[src/rtl/reg_bus_reader.sv]
// Register bank read-out: drives one register onto the result bus and
// optionally stores it to pixel memory through a req/ack handshake.
module reg_bus_reader #(
   parameter int N_REGS  = 8,
   parameter int AW      = 12,
   parameter int TIMEOUT = 15
) (
   input  logic              clk,
   input  logic              rst,
   input  logic              rd_en,
   input  logic [2:0]        rd_sel,
   input  logic              st_en,
   input  logic [8*N_REGS-1:0] regs_in,
   input  logic              addr_load,
   input  logic [AW-1:0]     addr_in,
   output logic [7:0]        bus_out,
   output logic              bus_valid,
   output logic              mem_req,
   output logic [AW-1:0]     mem_addr,
   output logic [7:0]        mem_wdata,
   input  logic              mem_ack,
   output logic              busy,
   output logic              done,
   output logic              err
);

   typedef enum logic [1:0] {
      S_IDLE,
      S_LATCH,
      S_REQ,
      S_DONE
   } state_t;

   state_t        state_q, state_d;
   logic [7:0]    data_q, data_d;
   logic [7:0]    bus_q, bus_d;
   logic          st_q, st_d;
   logic [AW-1:0] ptr_q, ptr_d;
   logic [7:0]    tcnt_q, tcnt_d;
   logic          err_q, err_d;
   logic [7:0]    sel_val;
   logic          sel_ok;

   assign sel_ok = ({1'b0, rd_sel} < 4'(N_REGS));

   always_comb begin
      sel_val = 8'h00;
      for (int i = 0; i < N_REGS; i++) begin
         if (rd_sel == 3'(i)) sel_val = regs_in[8*i +: 8];
      end
   end

   always_comb begin
      state_d = state_q;
      data_d  = data_q;
      bus_d   = bus_q;
      st_d    = st_q;
      ptr_d   = ptr_q;
      tcnt_d  = tcnt_q;
      err_d   = 1'b0;

      if (addr_load && state_q != S_REQ) ptr_d = addr_in;

      unique case (state_q)
         S_IDLE: begin
            if (rd_en) begin
               if (sel_ok) begin
                  data_d  = sel_val;
                  bus_d   = sel_val;
                  st_d    = st_en;
                  state_d = S_LATCH;
               end else begin
                  err_d = 1'b1;
               end
            end
         end
         S_LATCH: begin
            tcnt_d  = 8'd0;
            state_d = st_q ? S_REQ : S_DONE;
         end
         S_REQ: begin
            if (mem_ack) begin
               ptr_d   = ptr_q + AW'(1);
               state_d = S_DONE;
            end else if (tcnt_q == 8'(TIMEOUT - 1)) begin
               err_d   = 1'b1;
               state_d = S_DONE;
            end else begin
               tcnt_d = tcnt_q + 8'd1;
            end
         end
         S_DONE: state_d = S_IDLE;
         default: state_d = S_IDLE;
      endcase
   end

   always_ff @(posedge clk or posedge rst) begin
      if (rst) begin
         state_q <= S_IDLE;
         data_q  <= 8'h00;
         bus_q   <= 8'h00;
         st_q    <= 1'b0;
         ptr_q   <= '0;
         tcnt_q  <= 8'd0;
         err_q   <= 1'b0;
      end else begin
         state_q <= state_d;
         data_q  <= data_d;
         bus_q   <= bus_d;
         st_q    <= st_d;
         ptr_q   <= ptr_d;
         tcnt_q  <= tcnt_d;
         err_q   <= err_d;
      end
   end

   // Strobes decode straight from state so a reset drops them at once.
   assign bus_out   = bus_q;
   assign bus_valid = (state_q == S_LATCH);
   assign mem_req   = (state_q == S_REQ);
   assign mem_addr  = ptr_q;
   assign mem_wdata = data_q;
   assign busy      = (state_q != S_IDLE);
   assign done      = (state_q == S_DONE);
   assign err       = err_q;

endmodule
[config.mk]
export PLATFORM = sky130hd
export DESIGN_NAME = reg_bus_reader
export DESIGN_NICKNAME = d
export VERILOG_FILES = /design/src/rtl/reg_bus_reader.sv
export SDC_FILE = /design/constraint.sdc
export NUM_CORES = 1
export LEC_CHECK = 0
export CAP_MARGIN = 20
export CORE_AREA = 2 2 79 81
export CTS_BUF_LIST = sky130_fd_sc_hd__clkbuf_16
export CTS_CLUSTER_DIAMETER = 30
export DETAILED_ROUTE_END_ITERATION = 10
export DIE_AREA = 0 0 81 83
export HOLD_SLACK_MARGIN = 0.15
export PLACE_DENSITY_LB_ADDON = 0.2
export SLEW_MARGIN = 20
export SYNTH_ARGS = -nofsm -noshare
export SYNTH_HDL_FRONTEND = slang
export SYNTH_SLANG_ARGS = --single-unit
[constraint.sdc]
create_clock -name clk -period 1.93 [get_ports clk]
set_input_delay 0.386 -clock clk [delete_from_list [all_inputs] [get_ports clk]]
set_output_delay 0.386 -clock clk [all_outputs]
set_load 0.01 [all_outputs]
======== Yosys cells after proc, flatten, opt, wreduce, memory -nomap -nowiden ========
Cells that the tools add are included.
word-level totals
  flip-flop bits (word level) ............. 32
  logic and storage cells ................. 54
  output and inout port bits .............. 33
operators by class
  mux-type cells .......................... 22
  equal/unequal tests ..................... 16
  add/subtract/negate cells ............... 2
  reductions and logical operators ........ 8
operators by type and width
  cell                                                                    count
  8-bit 2-to-1 mux                                                        10
  12-bit 2-to-1 mux                                                       3
  8-bit case mux with 2 select lines                                      1
  12-bit by 1-bit adder with 12-bit output (second input constant)        1
  3-bit equality test (second input constant)                             4
  8-bit by 1-bit adder with 8-bit output (second input constant)          1
  8-bit by 4-bit equality test with 1-bit output (second input constant)  1
  2-bit != test (second input constant)                                   4
  2-bit case mux with 4 select lines                                      1
  3-bit by 2-bit equality test with 1-bit output (second input constant)  2
  2-bit 2-to-1 mux                                                        3
  2-bit equality test (second input constant)                             2
  1-bit 2-to-1 mux                                                        4
  2-bit AND reduction                                                     2
  2-bit nonzero test                                                      2
  3-bit by 1-bit equality test with 1-bit output (second input constant)  1
  3-bit zero test                                                         1
  3-bit by 1-bit != test with 1-bit output (second input constant)        1
  3-bit AND reduction                                                     1
  2-bit by 1-bit equality test with 1-bit output (second input constant)  1
  2-bit zero test                                                         1
  1-bit logical AND                                                       1

======== Logic depth before layout (Yosys ltp) ========
  depth in word-level cells ............... 9
  gate-level depth with buffers ........... 7
  depth with buffers taken out ............ 6

======== Worst setup path after synthesis ========
OpenSTA, ideal clock, no wires.
  kind .................................... reg-to-reg
  start ................................... reg state_q[0]
  end ..................................... reg tcnt_q[3]
  cell stages (with the launch flop) ...... 7
  setup time .............................. 0.125 ns
  required time ........................... 1.805 ns
  arrival time ............................ 1.582 ns
  setup slack ............................. 0.223 ns
  clock period less this slack ............ 1.707 ns
  cells stage by stage .................... dfrtp_1 > inv_1 > ha_1 > buf_2 > nand3_1 > nand2_1 > mux2_2
between the ends
  word-level cells in the longest chain between the ends .. 3
  elaborated cells between the ends (all ways) .. 7
  classes of those cells .................. 4 x eq/ne; 1 x mux; 2 x reduce/logical
ends and longest elaborated chain
  element                                                                      line  text
  from (decl)                                                                  34    state_t state_q, state_d;
  from (signal assigned)                                                       107   state_q <= state_d;
  2-bit equality test *                                                        -
  net mem_req                                                                  18    output logic mem_req,
  2-bit != test (no source line) / 2-bit nonzero test (equally long branches)  -
  3-bit AND reduction (no source line)                                         -
  to (signal assigned)                                                         112   tcnt_q <= tcnt_d;
  to (decl)                                                                    39    logic [7:0] tcnt_q, tcnt_d;
The timed path passes the listed nets; every way through them passes the cells marked *.
A chain may end at the register's enable or synchronous reset.

======== Worst setup path after layout ========
  start ................................... reg state_q[1]
  end ..................................... out done
between the ends
  word-level cells in the longest chain between the ends .. 1
ends and longest elaborated chain
  element              line  text
  2-bit equality test  124   assign done = (state_q == S_DONE);
  to (decl)            23    output logic done,
No other way between the ends.

==> impl_results.md <==
* Worst Hold Class: in -> async
* Critical path class: reg -> out
* Required time of the critical path at 1.54 ns
* Setup crit end: done
* RSZ-0062 raised after global routing: no
* Initial Utilization at 39.22%
* Static leakage at 1.589 nW
* HPWL after DPL at 5.237 mm
* Worst-Margin Slew at 0.4107 ns
* Die W at 81 um
* Final Hold Viols at 0
* Clock buffer count from CTS at 5
* Worst vdd ir at 569.9 uV
* R2R Setup Slk at 0.19 ns
* Global Route Usage Sum at 20.59%
* Fin Clk Skew at 0.003071 ns
* Worst R2R End: tcnt_q[7]$_DFFE_PP0P_
* Most instantiated library cell after synthesis: dfrtp_1
* Post-synth top flop: dfrtp_1
* Netlist cell types at 48
* Initial antenna violation count at 0
* Row count at 28
* Crit path DAT at 1.46 ns
* CTS tree: yes
* Clock Sinks at 32
* Wirelength, routed at 6.478 mm
* Clock Path Buffers at 2
* Layout cells sized above 1 at 14.60%
* Routed wire per std cell at 14.79 um
* Core ar. at 5816 um^2
* Vert. Die Dim at 83 um
* Vias per Instance at 5.235
* Gpl congestion at 0.8372
* Crit path from: state_q[1]$_DFFE_PP0P_
* Share of the synthesized area in the top cell type at 35.11%
* Cells on worst reg2reg path at 6
* Layout Utilization at 64.69%
* Clk slew on worst S/H paths at 0.05 ns
* CP Capture Type: primary output
* Final setup viols at 0
* DRC Markers at 0
* Clock root buffer: clkbuf_16
* Synth warnings at 0
* Ports at 118
* Setup_tns at 0 ns
* Run status: complete, no violations
* Area leader, netlist: dfrtp_1
* DR vias at 2293
* Synth async-reset ratio at 100.0%
* Syn nets at 329
* GRT overflow at 0
* Worst Path Max Fanout at 3
* TritonRoute pass-1 iters at 4
* Iteration-0 DRC Markers at 64
* Post-synth EDFFs at 0
* Post-Syn Instances at 236
* Synth top area cells: dfrtp_1 (35%), mux2_2 (5.9%), mux4_2 (5.9%)
* R2r startpoint: state_q[0]$_DFFE_PP0P_
* Max Freq at 541.9 MHz
* Sequential-to-total area share from yosys stat at 35.11%
* Mean post-synth cell area at 9.665 um^2
* H-tree depth at 2
* Max-cap violations at 0
* Later-pin clock latency in the skew report at 0.28 ns
* Slew Limit Fails at 0
* First-pass GRT wire length at 10.93 mm
* Number of port buffers at 117
* Final Cycle Share at 95.62%
* Most frequent cells after synthesis: dfrtp_1 (32), nand2_1 (28), nor2_1 (18), mux2_2 (12), mux2i_1 (12)
* Largest net degree at the start of global routing at 33
* Number of synthesized register bits at 32
* Die area at 6723 um^2
* Antenna cells at 0
* Vias in the first global route at 2411
* Mapped cell area at 2281 um^2
* PwrDens at 1139 nW/um^2
* Post-route ant nets at 0
* Slew headroom at 72.62%
* Minimum clock period after layout at 1.845 ns
* Nets at 455
* Layout area overhead at 64.95%
* CP startpoint kind: flip-flop
[report_power, final]
part / internal, mW / total, mW / switching (mW) / leakage [nW]
Combinational: 1.23 / 2.20 / 0.977 / 1.11
Sequential: 0.917 / 1.20 / 0.284 / 0.400
Clock: 0.605 / 0.882 / 0.277 / 0.0798
[area by class of cell]
class	count	area, um^2
clock buffer	5	125.1
clock inverter	3	42.54
fill	529	2053
inverter	9	33.78
multi-input combinational	177	1333
sequential	32	800.8
tap	75	93.84
timing repair buffer	137	1334
[layer usage]
metal | routed length, um | vias to the layer above | part of all wire, % | track usage, %
met1 | 2696 | 1045 | 42 | 24.43
li1 | - | 1135 | - | -
met5 | 0 | - | 0 | 0
met3 | 502 | 11 | 7.7 | 4.674
met2 | 3137 | 102 | 48 | 35.01
met4 | 140 | 0 | 2.2 | 8.783
[repair_timing]
action                                  CTS  global route
setup buffers                             1             0
hold buffers                              0             0
endpoints found under the setup margin    4             1
cloned                                    0             0
gates resized for setup                   5             1
pin swaps                                 0             0
[worst max-delay path: stages (launching register included)]
cell and delay [ns]:
dfrtp_1 0.38, buf_4 0.16, ha_1 0.17, clkdlybuf4s50_1 0.48
[cell usage in the layout, fill, tap and decap left out, types with 6 or more instances in the layout]
master	instances
mux2_2	12
o21ai_0	6
nand2_1	28
inv_1	8
buf_4	19
mux4_2	6
ha_1	7
nor2_1	18
clkdlybuf4s50_1	114
o22ai_1	9
mux2i_1	12
dfrtp_1	32
nand3_1	9
[cell families (layout without fill, tap and decap cells)]
| logic type | count (synthesis) | in the layout | share of synthesized area, % |
|---|---|---|---|
| fa+ha+maj | 8 | 8 | 4.389 |
| buf+inv | 27 | 154 | 7.021 |
| compound gates | 57 | 57 | 18.10 |
| simple gates | 80 | 80 | 17.50 |
| flops | 32 | 32 | 35.11 |
| mux | 30 | 30 | 17.11 |
| xor+xnor | 2 | 2 | 0.7681 |
[worst min path at each step]
stage,start,to,slack (ns),depth (start not counted)
CTS,rst,bus_out[2]$_DFFE_PP0P_,0.51,3
global route,st_q$_DFFE_PP0P_,st_q$_DFFE_PP0P_,0.54,1
global placement,mem_addr[10]$_DFF_PP0_,mem_addr[10]$_DFF_PP0_,0.50,1
floorplan,st_q$_DFFE_PP0P_,st_q$_DFFE_PP0P_,0.48,1
detailed placement,bus_out[5]$_DFFE_PP0P_,bus_out[5]$_DFFE_PP0P_,0.50,2
finish,rst,mem_addr[10]$_DFF_PP0_,0.50,3
[metrics by stage]
| stage | area (um^2) | hold WS, ns | cells | power, mW | worst slack [ns] |
|---|---|---|---|---|---|
| 2_1_floorplan | 2281 | 0.4794 | 236 | 2.312 | 0.2232 |
| 3_3_place_gp | 3575 | 0.4968 | 429 | 3.340 | 0.006027 |
| 3_5_place_dp | 3575 | 0.5001 | 429 | 3.391 | -0.02108 |
| 4_1_cts | 3760 | 0.5057 | 438 | 4.330 | 0.04506 |
| 5_1_grt | 3762 | 0.5396 | 438 | 4.601 | 0.03347 |
| 6_report | 3762 | 0.5005 | 438 | 4.285 | 0.08458 |
[flip-flops by register name (all words and copies together), names as in the netlist]
register and flops:
st_q 1, mem_addr 12, state_q 2, tcnt_q 8
err 1, bus_out 8
Note: power is estimated with default switching activity, not from simulation.
